<file path="src/rtl/instr_sequencer_pkg.sv">
// Shared definitions for the instruction sequencer: state encodings, opcode/ext fields,
// condition codes, writeback selects and the control-word payload.
package instr_sequencer_pkg;

    localparam int unsigned STATE_W = 3;

    localparam logic [2:0] S_INIT   = 3'd0;
    localparam logic [2:0] S_FETCH  = 3'd1;
    localparam logic [2:0] S_DECODE = 3'd2;
    localparam logic [2:0] S_EXEC   = 3'd3;
    localparam logic [2:0] S_MEM_RD = 3'd4;
    localparam logic [2:0] S_MEM_WR = 3'd5;
    localparam logic [2:0] S_WB     = 3'd6;

    localparam logic [3:0] OP_REG   = 4'h0;
    localparam logic [3:0] OP_EXT   = 4'h4;
    localparam logic [3:0] OP_CMPI  = 4'hB;
    localparam logic [3:0] OP_BCOND = 4'hC;
    localparam logic [3:0] OP_RSV_E = 4'hE;
    localparam logic [3:0] OP_RSV_F = 4'hF;

    localparam logic [3:0] EXT_LOAD  = 4'h0;
    localparam logic [3:0] EXT_STOR  = 4'h4;
    localparam logic [3:0] EXT_JAL   = 4'h8;
    localparam logic [3:0] EXT_CMP   = 4'hB;
    localparam logic [3:0] EXT_JCOND = 4'hC;

    localparam logic [3:0] COND_EQ = 4'h0;
    localparam logic [3:0] COND_NE = 4'h1;
    localparam logic [3:0] COND_CS = 4'h2;
    localparam logic [3:0] COND_CC = 4'h3;
    localparam logic [3:0] COND_HI = 4'h4;
    localparam logic [3:0] COND_LS = 4'h5;
    localparam logic [3:0] COND_GT = 4'h6;
    localparam logic [3:0] COND_LE = 4'h7;
    localparam logic [3:0] COND_FS = 4'h8;
    localparam logic [3:0] COND_FC = 4'h9;
    localparam logic [3:0] COND_LO = 4'hA;
    localparam logic [3:0] COND_HS = 4'hB;
    localparam logic [3:0] COND_LT = 4'hC;
    localparam logic [3:0] COND_GE = 4'hD;
    localparam logic [3:0] COND_UC = 4'hE;
    localparam logic [3:0] COND_NV = 4'hF;

    localparam logic [1:0] WB_ALU  = 2'd0;
    localparam logic [1:0] WB_MEM  = 2'd1;
    localparam logic [1:0] WB_LINK = 2'd2;

    typedef struct packed {
        logic       ir_load;
        logic       pc_en;
        logic       branch;
        logic       jump;
        logic [7:0] b_offset;
        logic       addr_sel;
        logic       mem_we;
        logic       reg_we;
        logic [1:0] wb_sel;
        logic       flags_we;
    } ctrl_t;

    localparam ctrl_t CTRL_IDLE = '0;

    // Register-form and immediate ALU ops: everything except the ext group, Bcond and reserved.
    function automatic logic is_alu_op(input logic [3:0] op);
        return !(op inside {OP_EXT, OP_BCOND, OP_RSV_E, OP_RSV_F});
    endfunction

    // Compares only update the PSR.
    function automatic logic alu_writes_reg(input logic [3:0] op, input logic [3:0] ext);
        return !((op == OP_REG && ext == EXT_CMP) || op == OP_CMPI);
    endfunction

endpackage

</file>
<file path="src/rtl/instr_sequencer_if.sv">
// Sequencer <-> datapath/memory control bundle.
interface instr_sequencer_if #(
    parameter int unsigned DATA_W = 16
);
    logic [DATA_W-1:0] instr;
    logic [4:0]        flags;
    logic              mem_rdy;
    logic              ir_load;
    logic              pc_en;
    logic              branch;
    logic              jump;
    logic [7:0]        b_offset;
    logic              addr_sel;
    logic              mem_we;
    logic              reg_we;
    logic [1:0]        wb_sel;
    logic              flags_we;
    logic              mem_err;

    modport master (
        input  instr, flags, mem_rdy,
        output ir_load, pc_en, branch, jump, b_offset, addr_sel,
               mem_we, reg_we, wb_sel, flags_we, mem_err
    );

    modport slave (
        output instr, flags, mem_rdy,
        input  ir_load, pc_en, branch, jump, b_offset, addr_sel,
               mem_we, reg_we, wb_sel, flags_we, mem_err
    );
endinterface

</file>
<file path="src/rtl/instr_sequencer_cond_check.sv">
// Branch/jump condition evaluator over PSR flags {C,L,F,Z,N}.
module cond_check (
    input  logic [3:0] cond,
    input  logic [4:0] flags,
    output logic       take
);
    logic flag_c, flag_l, flag_f, flag_z, flag_n;
    logic base;

    assign {flag_c, flag_l, flag_f, flag_z, flag_n} = flags;

    // Codes come in complementary pairs; cond[0] inverts the even member.
    always_comb begin
        base = 1'b0;
        case (cond[3:1])
            3'd0:    base = flag_z;
            3'd1:    base = flag_c;
            3'd2:    base = flag_l;
            3'd3:    base = flag_n;
            3'd4:    base = flag_f;
            3'd5:    base = !flag_l && !flag_z;
            3'd6:    base = !flag_n && !flag_z;
            default: base = 1'b1;
        endcase
        take = base ^ cond[0];
    end
endmodule

</file>
<file path="src/rtl/instr_sequencer.sv">
// Multi-cycle fetch/decode/execute control FSM for the CR16-subset core.
// Optional memory wait states and timeout under `SEQ_MEM_WAIT_EN.
module instr_sequencer
    import instr_sequencer_pkg::*;
#(
    parameter int unsigned DATA_W = 16
`ifdef SEQ_MEM_WAIT_EN
    , parameter int unsigned WAIT_MAX = 15
`endif
) (
    input logic              clk,
    input logic              reset,
    instr_sequencer_if.master bus
);
    logic [DATA_W-1:0] ir;
    logic [3:0]        op;
    logic [3:0]        ext;
    logic              take;
    logic [STATE_W-1:0] state_q, state_d;
    ctrl_t             ctrl_q, ctrl_d;
    logic              hold;
    logic              tmo;

    assign ir  = bus.instr;
    assign op  = ir[15:12];
    assign ext = ir[7:4];

    cond_check u_cond_check (
        .cond  (ir[11:8]),
        .flags (bus.flags),
        .take  (take)
    );

    // Next state, then the control word of that state so outputs register alongside it.
    always_comb begin
        state_d = state_q;
        ctrl_d  = CTRL_IDLE;
        case (state_q)
            S_INIT:   state_d = S_FETCH;
            S_FETCH:  state_d = S_DECODE;
            S_DECODE: state_d = S_EXEC;
            S_EXEC: begin
                if (op == OP_EXT && ext == EXT_LOAD)      state_d = S_MEM_RD;
                else if (op == OP_EXT && ext == EXT_STOR) state_d = S_MEM_WR;
                else                                      state_d = S_FETCH;
            end
            S_MEM_RD: state_d = S_WB;
            S_MEM_WR: state_d = S_FETCH;
            S_WB:     state_d = S_FETCH;
            default:  state_d = S_INIT;
        endcase
        if (hold) state_d = state_q;
        if (tmo)  state_d = S_FETCH;

        case (state_d)
            S_FETCH: ctrl_d.ir_load = 1'b1;
            S_EXEC: begin
                if (op == OP_EXT) begin
                    case (ext)
                        EXT_LOAD, EXT_STOR: ctrl_d.addr_sel = 1'b1;
                        EXT_JAL: begin
                            ctrl_d.reg_we = 1'b1;
                            ctrl_d.wb_sel = WB_LINK;
                            ctrl_d.pc_en  = 1'b1;
                            ctrl_d.jump   = 1'b1;
                        end
                        EXT_JCOND: begin
                            ctrl_d.pc_en = 1'b1;
                            ctrl_d.jump  = take;
                        end
                        default: ctrl_d.pc_en = 1'b1;
                    endcase
                end else if (op == OP_BCOND) begin
                    ctrl_d.pc_en    = 1'b1;
                    ctrl_d.branch   = take;
                    ctrl_d.b_offset = take ? ir[7:0] : 8'h00;
                end else if (is_alu_op(op)) begin
                    ctrl_d.reg_we   = alu_writes_reg(op, ext);
                    ctrl_d.flags_we = 1'b1;
                    ctrl_d.wb_sel   = WB_ALU;
                    ctrl_d.pc_en    = 1'b1;
                end else begin
                    ctrl_d.pc_en = 1'b1;
                end
            end
            S_MEM_RD: ctrl_d.addr_sel = 1'b1;
            S_MEM_WR: begin
                ctrl_d.addr_sel = 1'b1;
                ctrl_d.mem_we   = 1'b1;
                ctrl_d.pc_en    = 1'b1;
            end
            S_WB: begin
                ctrl_d.reg_we = 1'b1;
                ctrl_d.wb_sel = WB_MEM;
                ctrl_d.pc_en  = 1'b1;
            end
            default: ;
        endcase
    end

    always_ff @(posedge clk) begin
        if (reset) begin
            state_q <= S_INIT;
            ctrl_q  <= CTRL_IDLE;
        end else begin
            state_q <= state_d;
            ctrl_q  <= ctrl_d;
        end
    end

    assign bus.branch   = ctrl_q.branch;
    assign bus.jump     = ctrl_q.jump;
    assign bus.b_offset = ctrl_q.b_offset;
    assign bus.addr_sel = ctrl_q.addr_sel;
    assign bus.mem_we   = ctrl_q.mem_we;
    assign bus.reg_we   = ctrl_q.reg_we;
    assign bus.wb_sel   = ctrl_q.wb_sel;
    assign bus.flags_we = ctrl_q.flags_we;

`ifdef SEQ_MEM_WAIT_EN
    localparam int unsigned CNT_W = $clog2(WAIT_MAX + 2);

    logic [CNT_W-1:0] wait_cnt_q;
    logic             mem_err_q;
    logic             wait_st;

    assign wait_st = state_q inside {S_FETCH, S_MEM_RD, S_MEM_WR};
    assign tmo     = wait_st && !bus.mem_rdy && (wait_cnt_q >= CNT_W'(WAIT_MAX));
    assign hold    = wait_st && !bus.mem_rdy && !tmo;

    always_ff @(posedge clk) begin
        if (reset) begin
            wait_cnt_q <= '0;
            mem_err_q  <= 1'b0;
        end else begin
            wait_cnt_q <= hold ? wait_cnt_q + CNT_W'(1) : '0;
            if (tmo) mem_err_q <= 1'b1;
        end
    end

    // Exit strobes of a memory state fire only in the ready cycle; a timeout skips the instruction.
    assign bus.ir_load = ctrl_q.ir_load && (!wait_st || bus.mem_rdy);
    assign bus.pc_en   = (ctrl_q.pc_en && (!wait_st || bus.mem_rdy)) || tmo;
    assign bus.mem_err = mem_err_q;
`else
    logic unused_mem_rdy;

    assign hold           = 1'b0;
    assign tmo            = 1'b0;
    assign unused_mem_rdy = bus.mem_rdy;
    assign bus.ir_load    = ctrl_q.ir_load;
    assign bus.pc_en      = ctrl_q.pc_en;
    assign bus.mem_err    = 1'b0;
`endif

endmodule

</file>
<file path="src/flat_wrapper.sv">
// flat-port wrapper written by rule: the top's interface ports become plain ports
module instr_sequencer_flat import instr_sequencer_pkg::*;
#(
    parameter int unsigned DATA_W = 16

)
  (clk, reset, bus_instr, bus_flags, bus_mem_rdy, bus_ir_load, bus_pc_en, bus_branch, bus_jump, bus_b_offset, bus_addr_sel, bus_mem_we, bus_reg_we, bus_wb_sel, bus_flags_we, bus_mem_err);
  instr_sequencer_if #(.DATA_W(DATA_W)) bus_i ();
  input logic clk;
  input logic reset;
  input wire logic [$bits(bus_i.instr)-1:0] bus_instr;
  input wire logic [$bits(bus_i.flags)-1:0] bus_flags;
  input wire logic [$bits(bus_i.mem_rdy)-1:0] bus_mem_rdy;
  output wire logic [$bits(bus_i.ir_load)-1:0] bus_ir_load;
  output wire logic [$bits(bus_i.pc_en)-1:0] bus_pc_en;
  output wire logic [$bits(bus_i.branch)-1:0] bus_branch;
  output wire logic [$bits(bus_i.jump)-1:0] bus_jump;
  output wire logic [$bits(bus_i.b_offset)-1:0] bus_b_offset;
  output wire logic [$bits(bus_i.addr_sel)-1:0] bus_addr_sel;
  output wire logic [$bits(bus_i.mem_we)-1:0] bus_mem_we;
  output wire logic [$bits(bus_i.reg_we)-1:0] bus_reg_we;
  output wire logic [$bits(bus_i.wb_sel)-1:0] bus_wb_sel;
  output wire logic [$bits(bus_i.flags_we)-1:0] bus_flags_we;
  output wire logic [$bits(bus_i.mem_err)-1:0] bus_mem_err;
  assign bus_i.instr = bus_instr;
  assign bus_i.flags = bus_flags;
  assign bus_i.mem_rdy = bus_mem_rdy;
  assign bus_ir_load = bus_i.ir_load;
  assign bus_pc_en = bus_i.pc_en;
  assign bus_branch = bus_i.branch;
  assign bus_jump = bus_i.jump;
  assign bus_b_offset = bus_i.b_offset;
  assign bus_addr_sel = bus_i.addr_sel;
  assign bus_mem_we = bus_i.mem_we;
  assign bus_reg_we = bus_i.reg_we;
  assign bus_wb_sel = bus_i.wb_sel;
  assign bus_flags_we = bus_i.flags_we;
  assign bus_mem_err = bus_i.mem_err;
  instr_sequencer #(.DATA_W(DATA_W)) u_core (.clk(clk), .reset(reset), .bus(bus_i));
endmodule
</file>
<file path="config.mk">
export PLATFORM = sky130hd
export DESIGN_NAME = instr_sequencer_flat
export DESIGN_NICKNAME = d
export VERILOG_FILES = /design/src/rtl/instr_sequencer_pkg.sv /design/src/rtl/instr_sequencer_if.sv /design/src/rtl/instr_sequencer_cond_check.sv /design/src/rtl/instr_sequencer.sv /design/src/flat_wrapper.sv
export SDC_FILE = /design/constraint.sdc
export NUM_CORES = 1
export LEC_CHECK = 0
export ABC_AREA = 1
export BUFFER_PORTS_ARGS = -buffer_cell sky130_fd_sc_hd__buf_2
export CAP_MARGIN = 5
export CORE_ASPECT_RATIO = 1.4
export CORE_UTILIZATION = 24
export CTS_BUF_LIST = sky130_fd_sc_hd__clkbuf_8
export DETAILED_ROUTE_END_ITERATION = 8
export PLACE_DENSITY = 0.57
export SYNTH_ARGS = -nofsm -noshare
export SYNTH_HDL_FRONTEND = slang
export SYNTH_SLANG_ARGS = --single-unit
export TNS_END_PERCENT = 10
</file>
<file path="constraint.sdc">
create_clock -name clk -period 1.1 [get_ports clk]
set_input_delay 0.22 -clock clk [delete_from_list [all_inputs] [get_ports clk]]
set_output_delay 0.22 -clock clk [all_outputs]
set_load 0.01 [all_outputs]
</file>
==> results of run 1 <==
[per-stage QoR]
stage	std cells	power, mW	cell area, um2	setup TNS [ns]	utilization, %
final	222	1.50	1310	0	35.5
after global routing	222	1.58	1310	-0.103	35.5
after CTS	222	1.52	1290	0	35.1
after detailed placement	218	1.03	1230	-1.14	33.6
after floorplan	129	0.921	930	0	-
after global placement	218	1.02	1230	-0.948	33.6
[metal layers]
metal / routed length [um] / GRT usage, % / vias to the layer above
li1: - / - / 491
met3: 123 / 2.59 / 3
met5: 0 / 0 / -
met1: 711 / 10.6 / 377
met2: 1090 / 19.0 / 25
met4: 27 / 5.13 / 0
[layout make-up]
class | count | share of cell area (%)
sequential | 21 | 32.4
clock buffer | 3 | 3.16
clock inverter | 1 | 0.288
inverter | 28 | 8.25
timing repair buffer | 48 | 19.9
multi-input combinational | 79 | 31.9
tap | 42 | 4.03
[cells by family after synthesis]
| kind of cell | Yosys count | share of synthesized area (%) |
|---|---|---|
| AND/OR/NAND/NOR | 72 | 38.8 |
| other | 1 | 0.403 |
| flip-flops | 21 | 45.2 |
| buffers and inverters | 29 | 12.1 |
| AO/OA/AOI/OAI | 6 | 3.50 |
[power breakdown]
group | internal (mW) | total [mW] | switching (mW)
logic | 0.0991 | 0.229 | 0.130
clock network | 0.248 | 0.484 | 0.236
registers | 0.778 | 0.789 | 0.0109
total | 1.13 | 1.50 | 0.377
[path summary, 6_finish.rpt]
path	start	endpoint	cells after the start
setup / recovery	u_core.state_q[0]	u_core.bus.pc_en	6
hold / removal	bus_instr[1]	u_core.bus.b_offset[1]	3
hold reg to reg	u_core.state_q[1]	u_core.state_q[1]	3
setup reg to reg	u_core.state_q[0]	u_core.bus.pc_en	6
[repair_timing]
action	CTS	global route
endpoints found under the hold margin	0	0
setup buffers	0	0
pin swaps	0	0
endpoints found under the setup margin	8	12
cloned	0	0
resized for setup	2	8
[synth_stat cells (2+ instances only)]
| cell type | n |
|---|---|
| nand2_1 | 27 |
| inv_1 | 24 |
| dfxtp_1 | 21 |
| nor2_1 | 13 |
| nand3_1 | 10 |
| nor2_2 | 9 |
| inv_2 | 4 |
| a21oi_1 | 3 |
| nand2_2 | 3 |
| nand4_1 | 3 |
| nor3_1 | 2 |
[cells in the final DEF (no fill, tap or decap), types with 3 or more instances in the layout]
cell type,instances
buf_2,40
nand2_1,25
inv_1,23
dfxtp_1,19
nor2_1,12
nor2_2,10
nand3_1,10
buf_4,8
inv_2,5
nand2_2,4
a21oi_1,3
nand4_1,3
clkbuf_8,3
[state kept, by name, indices dropped and copies added, names as in the netlist]
name and cells:
u_core.bus.flags_we 1, u_core.bus.pc_en 1, u_core.bus.branch 1, u_core.bus.jump 1, u_core.bus.addr_sel 1, u_core.state_q 3, u_core.bus.mem_we 1, u_core.bus.wb_sel 2
u_core.bus.b_offset 8, u_core.bus.reg_we 1, u_core.bus.ir_load 1
[critical path: stages (launching register included)]
cell and delay, ns:
dfxtp_1 0.39, inv_2 0.09, nor2_1 0.11, nand3_1 0.11, nand2_2 0.08, nand3_1 0.09
o21ai_1 0.12
==> impl_metrics.yaml, run 1 <==
outcome:
  status: "complete, no violations"
synthesis:
  yosys_warnings: 0
  syn_avg_cell_area_um2: 7.21
  synth_fp_nets: 153
  synth_area_um2: 930
  yosysTopAreaCell: "dfxtp_1"
  syn_inst: 129
  synth_area_leaders: "dfxtp_1, nand2_1, inv_1"
  ys_seq_elements: 21
  synth_edf_count: 0
  ys_types: 21
  synth-async-reset-ratio_pct: 0
  yosysTopAreaCellShare_pct: 45.2
  synthFlopType: "dfxtp_1"
  seq_area_frac_synth_pct: 45.2
global_routing:
  grt_pass1_vias: 769
  antenna_found_initial: 0
  grt_pass1_wl_mm: 3.07
  grt_util_all_layers_pct: 10.4
  grt_max_degree: 12
  grt_overflow: 0
clock_network:
  htree_levels: 1
  cts_buffers: 3
  insertion_delay_ns: 0.26
  cts_max_path_buffers: 2
  cts_sinks: 21
  cts-root-buf: "clkbuf_8"
  cts_tree: "yes"
  cts_hold_buf: 0
  clk_pin_slew_ns: 0.07
sta:
  fin_ws_ns: 0.0522
  slew_viol_final: 0
  fmax_ghz: 0.954
  rsz0062_at_grt: "yes"
  whs_ns: 0.181
  period_needed_ns: 1.05
  finClkSkew_ns: 0.00285
  finalHoldViolations: 0
  setup_viol: 0
  fin_crit_sh_pct: 95.3
floorplanning:
  std_cell_rows: 26
  ioPinCount: 43
  start_util_pct: 25.3
  die_h_um: 75.6
  core_um2: 3680
  die_area_um2: 4130
  die_x_um: 54.6
final_layout:
  area_growth_pct: 40.4
  fillers: 408
  drive_gt1_share_pct: 43.3
  multiInputGateArea_um2: 417
  antenna_cells: 0
  fin_nets: 205
  ff_latch_area_um2: 423
placement:
  io_buffer_count: 40
  pre_cts_ws_ns: -0.0919
  routabilityCongestion: 0.838
  hpwl_mm: 1.65
pwr:
  total_leakage_power_nw: 0.750
  power_density_nw_per_um2: 1150
  irDropWorstVdd_uv: 737
drt:
  wirelength_mm: 1.95
  avgViaCountPerCell: 4.04
  final_antenna_net_count: 0
  drc: 0
  vias: 896
  firstDrtPassIters: 4
  avgRoutedWirePerCell_um: 8.80
  drt_iter0_markers: 8
hold_path:
  hp-class: "in -> reg"
critical_path:
  required_ns: 1.29
  endpoint_kind: "flip-flop"
  startpoint_type: "flip-flop"
  cp_max_fo: 4
  crit_arrival_ns: 1.24
  path_class: "reg -> reg"
  ff2ff_setup_slack_ns: 0.05
job:
  cap_viol_max_count: 0
No activity file was read; power rests on OpenSTA's default activity.
==> inputs of run 2 (changes only) <==
--- a/config.mk
+++ b/config.mk
@@ -9,10 +9,11 @@
 export BUFFER_PORTS_ARGS = -buffer_cell sky130_fd_sc_hd__buf_2
 export CAP_MARGIN = 5
 export CORE_ASPECT_RATIO = 1.4
-export CORE_UTILIZATION = 24
+export CORE_UTILIZATION = 47
 export CTS_BUF_LIST = sky130_fd_sc_hd__clkbuf_8
 export DETAILED_ROUTE_END_ITERATION = 8
-export PLACE_DENSITY = 0.57
+export PLACE_DENSITY = 0.9
+export RECOVER_POWER = 50
 export SYNTH_ARGS = -nofsm -noshare
 export SYNTH_HDL_FRONTEND = slang
 export SYNTH_SLANG_ARGS = --single-unit
==> run 2 against run 1 <==
Maximum frequency decreased by 4.6%. Sequential cell count unchanged. Sequential power about the same. Global-route usage rose by 14 points. Count of clock-buffer cells in the layout is the same. Sequential share of layout area is 0.31 points higher. Worst setup slack worse by 0.051 ns. Critical path depth grew 2. Register-to-register slack got worse by 0.05 ns. Highest routed layer unchanged. Clock power up 1%. Critical endpoint unchanged.
==> impl_metrics.yaml, run 2 (synthesis results as in run 1) <==
pwr:
  design_power_total_mw: 1.53
  power_density_nw_per_um2: 1180
  irDropWorstVdd_uv: 1190
  total_leakage_power_nw: 0.707
floorplanning:
  ioPinCount: 43
  std_cell_rows: 18
  die_area_um2: 2160
  die_x_um: 39.6
  die_h_um: 54.6
  core_um2: 1800
  start_util_pct: 51.6
global_routing:
  grtUsageMet1_pct: 22.2
  grt_util_met3_pct: 7.32
  grt_pass1_wl_mm: 3.57
  grt_pass1_vias: 948
  grt_util_all_layers_pct: 24.8
  use_met2_pct: 44.8
  grt_busiest_layer: "met2"
  grt_max_degree: 13
  grt_overflow: 0
  antenna_found_initial: 0
drt:
  avgRoutedWirePerCell_um: 11.4
  vias: 987
  firstDrtPassIters: 4
  drc: 0
  wirelength_mm: 2.29
  final_antenna_net_count: 0
  drt_iter0_markers: 24
  avgViaCountPerCell: 4.89
critical_path:
  required_ns: 1.29
  cp_slowest_stage_delay_ns: 0.33
  cp_max_fo: 3
  crit_path_cell_trace: "inv_2, nand2_4, buf_6, nor2_2, nand3_1, nand2_2, nand3_2, o21ai_1"
  crit_arrival_ns: 1.29
  path_depth: 8
  reg2regPathDepth: 8
  cp.buffers_inverters: 2
  path_class: "reg -> reg"
  ff2ff_setup_slack_ns: 0.002
  reg2reg_to: "u_core.bus.pc_en"
  cpMaxStageDelayCell: "dfxtp_2"
  reg2reg_from: "u_core.state_q[2]"
  path_delay_family: "simple AND/OR/NAND/NOR gates"
  endpoint_kind: "flip-flop"
  startpoint_type: "flip-flop"
final_layout:
  layout_common_cells: "buf_2, nand2_1, inv_1, dfxtp_1, nor2_2"
  fin_nets: 207
  largest_register_ffs: 8
  final_util_pct: 71.7
  area_growth_pct: 39.0
  mostFrequentLayoutCell: "buf_2"
  drive_gt1_share_pct: 39.6
  antenna_cells: 0
clock_network:
  cts_buffers: 3
  htree_levels: 1
  cts_hold_buf: 0
  insertion_delay_ns: 0.25
  cts_tree: "yes"
  cts_sinks: 21
  clk_pin_slew_ns: 0.07
  cts-root-buf: "clkbuf_8"
  cts_max_path_buffers: 2
job:
  cap_viol_max_count: 0
hold_path:
  hold_depth: 3
  hp-start: "bus_instr[2]"
  worstHoldEndpoint: "u_core.bus.b_offset[2]"
  hp-class: "in -> reg"
sta:
  tns_ns: 0
  fmax_ghz: 0.910
  fin_crit_sh_pct: 99.9
  finalHoldViolations: 0
  period_needed_ns: 1.10
  rsz0062_at_grt: "yes"
  setup_viol: 0
  slew_viol_final: 0
  whs_ns: 0.190
  finClkSkew_ns: 0.00133
placement:
  io_buffer_count: 40
  hpwl_mm: 1.73
  routabilityCongestion: 0.814
outcome:
  status: "complete, no violations"
## run 2: changes by cell type in the layout (fill, tap and decap cells not counted), moves of 2 or more
cell	delta
buf_2	-11
clkbuf_1	+11
nor2_1	-2
nor2_2	+2
## run 2: worst max-delay path by stage
stage / start / end / slack (ns)
global placement: bus_instr[13] / u_core.bus.pc_en / -0.05
finish: u_core.state_q[2] / u_core.bus.pc_en / 0.002
detailed placement: bus_instr[13] / u_core.bus.pc_en / -0.08
global route: u_core.state_q[2] / u_core.bus.pc_en / -0.08
CTS: u_core.state_q[2] / u_core.bus.b_offset[7] / -0.05
floorplan: u_core.state_q[2] / u_core.bus.b_offset[0] / 0.08
## run 2: routing by layer
metal	share of wire [%]	wire length [um]
met5	0	0
met4	2.7	61
met3	4.5	103
met2	57	1310
met1	35	814
## run 2: final cells by class
type,count,area (um2)
fillers,154,509
clock inverters,1,5.00
inverters,28,108
multi-input cells,80,433
flip-flops and latches,21,423
clock buffers,3,41.3
well taps,20,25.0
repair buffers,49,258
## run 2: timing repair
item                                    CTS  global route
pin swaps                                 4             6
endpoints found under the setup margin   11            15
resized for setup                         7             6
gates cloned                              1             0
setup buffers                             3             0
## run 2: metrics by stage
step	instances	worst slack [ns]	instance area, um2
finish	202	0.00162	1290
CTS	202	-0.0486	1290
global route	202	-0.0790	1290
floorplan	129	0.0793	930
global placement	194	-0.0508	1190
detailed placement	194	-0.0833	1190
## run 2: where the power goes
group / leakage [nW] / internal (mW) / switching [mW]
registers: 0.171 / 0.778 / 0.0108
logic: 0.511 / 0.102 / 0.151
clock network: 0.0255 / 0.252 / 0.238
total: 0.707 / 1.13 / 0.399
## run 2: tightest hold or removal path, cell delays in order
cell	delay (ns)
buf_2	0.10
inv_1	0.05
nor2_2	0.03
==> inputs of run 3 (changes only) <==
--- a/config.mk
+++ b/config.mk
@@ -8,8 +8,10 @@
 export ABC_AREA = 1
 export BUFFER_PORTS_ARGS = -buffer_cell sky130_fd_sc_hd__buf_2
 export CAP_MARGIN = 5
+export CELL_PAD_IN_SITES_DETAIL_PLACEMENT = 0
+export CELL_PAD_IN_SITES_GLOBAL_PLACEMENT = 1
 export CORE_ASPECT_RATIO = 1.4
-export CORE_UTILIZATION = 47
+export CORE_UTILIZATION = 32
 export CTS_BUF_LIST = sky130_fd_sc_hd__clkbuf_8
 export DETAILED_ROUTE_END_ITERATION = 8
 export PLACE_DENSITY = 0.9
==> constraint.sdc (replaced) <==
create_clock -name clk -period 1.2 [get_ports clk]
set_input_delay 0.24 -clock clk [delete_from_list [all_inputs] [get_ports clk]]
set_output_delay 0.24 -clock clk [all_outputs]
set_load 0.01 [all_outputs]
==> run 3 against run 2 <==
Global-route usage is 11 points lower. Sequential cell count did not move. Die area increased by 45%. Total power is 10% lower. Clock power decreased by 7.0%. Maximum frequency fell by 6.2%. Count of clock-buffer cells in the layout unchanged. Register-to-register slack improved by 0.03 ns. Sequential power decreased by 8.6%. Routed wire length down 14%. Cell area down 2.9%. Cell count is 4.5% higher. Critical endpoint is now u_core.bus.b_offset[1]. Largest cell class is now flip-flops and latches. Highest routed layer unchanged.
==> impl_metrics.yaml, run 3 (synthesis results as in run 1) <==
clock_network:
  clk_pin_slew_ns: 0.07
  cts_tree: "yes"
  cts_sinks: 21
  cts_hold_buf: 0
  cts_buffers: 3
  cts-root-buf: "clkbuf_8"
  insertion_delay_ns: 0.26
  cts_max_path_buffers: 2
  htree_levels: 1
floorplanning:
  start_util_pct: 34.5
  std_cell_rows: 22
  ioPinCount: 43
  die_h_um: 65.8
  die_area_um2: 3130
  die_x_um: 47.6
  core_um2: 2700
pwr:
  total_leakage_power_nw: 0.719
  irDropWorstVdd_uv: 770
  power_density_nw_per_um2: 1100
  design_power_total_mw: 1.38
drt:
  avgRoutedWirePerCell_um: 9.32
  firstDrtPassIters: 4
  wirelength_mm: 1.97
  avgViaCountPerCell: 4.31
  drc: 0
  final_antenna_net_count: 0
  vias: 910
  drt_iter0_markers: 14
global_routing:
  grt_util_all_layers_pct: 14.3
  grt_pass1_wl_mm: 3.35
  grt_max_degree: 13
  grt_pass1_vias: 928
  grt_overflow: 0
  antenna_found_initial: 0
critical_path:
  cp_max_fo: 4
  ff2ff_setup_slack_ns: 0.03
  path_class: "reg -> reg"
  reg2reg_to: "u_core.bus.b_offset[1]"
  cpMaxStageDelayCell: "dfxtp_2"
  startpoint_type: "flip-flop"
  endpoint_kind: "flip-flop"
  crit_path_cell_trace: "inv_2, nand2_4, inv_4, nand3_4, nor3_4, nand2_2, nor2_2"
  reg2regPathDepth: 7
  crit_arrival_ns: 1.37
  cp_slowest_stage_delay_ns: 0.34
  reg2reg_from: "u_core.state_q[2]"
  required_ns: 1.40
sta:
  fin_ws_ns: 0.0296
  period_needed_ns: 1.17
  slew_viol_final: 0
  finClkSkew_ns: 0.000878
  whs_ns: 0.190
  fin_crit_sh_pct: 97.5
  setup_viol: 0
  finalHoldViolations: 0
  tns_ns: 0
  rsz0062_at_grt: "yes"
  fmax_ghz: 0.854
outcome:
  status: "complete, no violations"
placement:
  place_inst: 205
  hpwl_mm: 1.56
  routabilityCongestion: 0.821
  io_buffer_count: 40
  pre_cts_ws_ns: -0.00654
  dpl-instance-area_um2: 1170
final_layout:
  post-route-cell-area_um2: 1250
  fin_nets: 200
  mostFrequentLayoutCell: "buf_2"
  largest_register_ffs: 8
  finalNonFillerCells: 211
  area_growth_pct: 35.0
  drive_gt1_share_pct: 40.6
  final_util_pct: 46.5
  layout_common_cells: "buf_2, nand2_1, inv_1, dfxtp_1, nor2_1"
  antenna_cells: 0
hold_path:
  worstHoldEndpoint: "u_core.bus.b_offset[1]"
  hp-start: "bus_instr[1]"
  hp-class: "in -> reg"
  hold_depth: 3
job:
  cap_viol_max_count: 0
## run 3: cell count changes in the layout (fill, tap and decap cells not counted)
cell	delta
buf_2	+11
buf_4	-6
buf_6	-1
clkbuf_1	-11
nand2_1	+1
nand2_2	-1
nand3_1	+1
nand3_2	-1
nor2_1	+3
nor2_2	-3
## run 3: area by class of cell
class,count,area (um2)
repair buffers,42,215
inverters,28,108
multi-input cells,80,418
clock inverters,1,5.00
clock buffers,3,41.3
fillers,291,1440
flip-flops and latches,21,423
well taps,36,45.0
## run 3: power by group
group / internal [mW] / switching, mW / leakage [nW]
Combinational: 0.0785 / 0.122 / 0.523
Sequential: 0.713 / 0.00829 / 0.171
Clock: 0.231 / 0.224 / 0.0255
Total: 1.02 / 0.353 / 0.719
## run 3: critical path, delay by kind of cell, from the launching register on
kind / cells / cell delay (ns)
flip-flops: 1 / 0.34
buffers and inverters: 2 / 0.12
AND/OR/NAND/NOR: 5 / 0.65
## run 3: worst max-delay path by stage
stage                                 start                     end  slack, ns  cells after the start
after floorplan           u_core.state_q[2]  u_core.bus.b_offset[0]       0.18                      7
after global placement        bus_instr[13]        u_core.bus.pc_en      0.006                      9
after detailed placement      bus_instr[13]        u_core.bus.pc_en     -0.007                      9
after CTS                 u_core.state_q[2]  u_core.bus.b_offset[1]       0.05                      7
after global routing      u_core.state_q[2]  u_core.bus.b_offset[1]      -0.02                      7
final                     u_core.state_q[2]  u_core.bus.b_offset[1]       0.03                      7
## run 3: timing repair
action                                  4_1_cts  5_1_grt
setup buffers                                 0        1
endpoints found under the setup margin        0       11
gates resized for setup                       0        7
## run 3: layer usage
metal	track usage, %	part of all wire, %	vias to the layer above
met4	5.90	1.1	0
met5	0	0	-
met1	14.9	34	408
li1	-	-	478
met2	26.5	61	21
met3	2.19	3.9	3
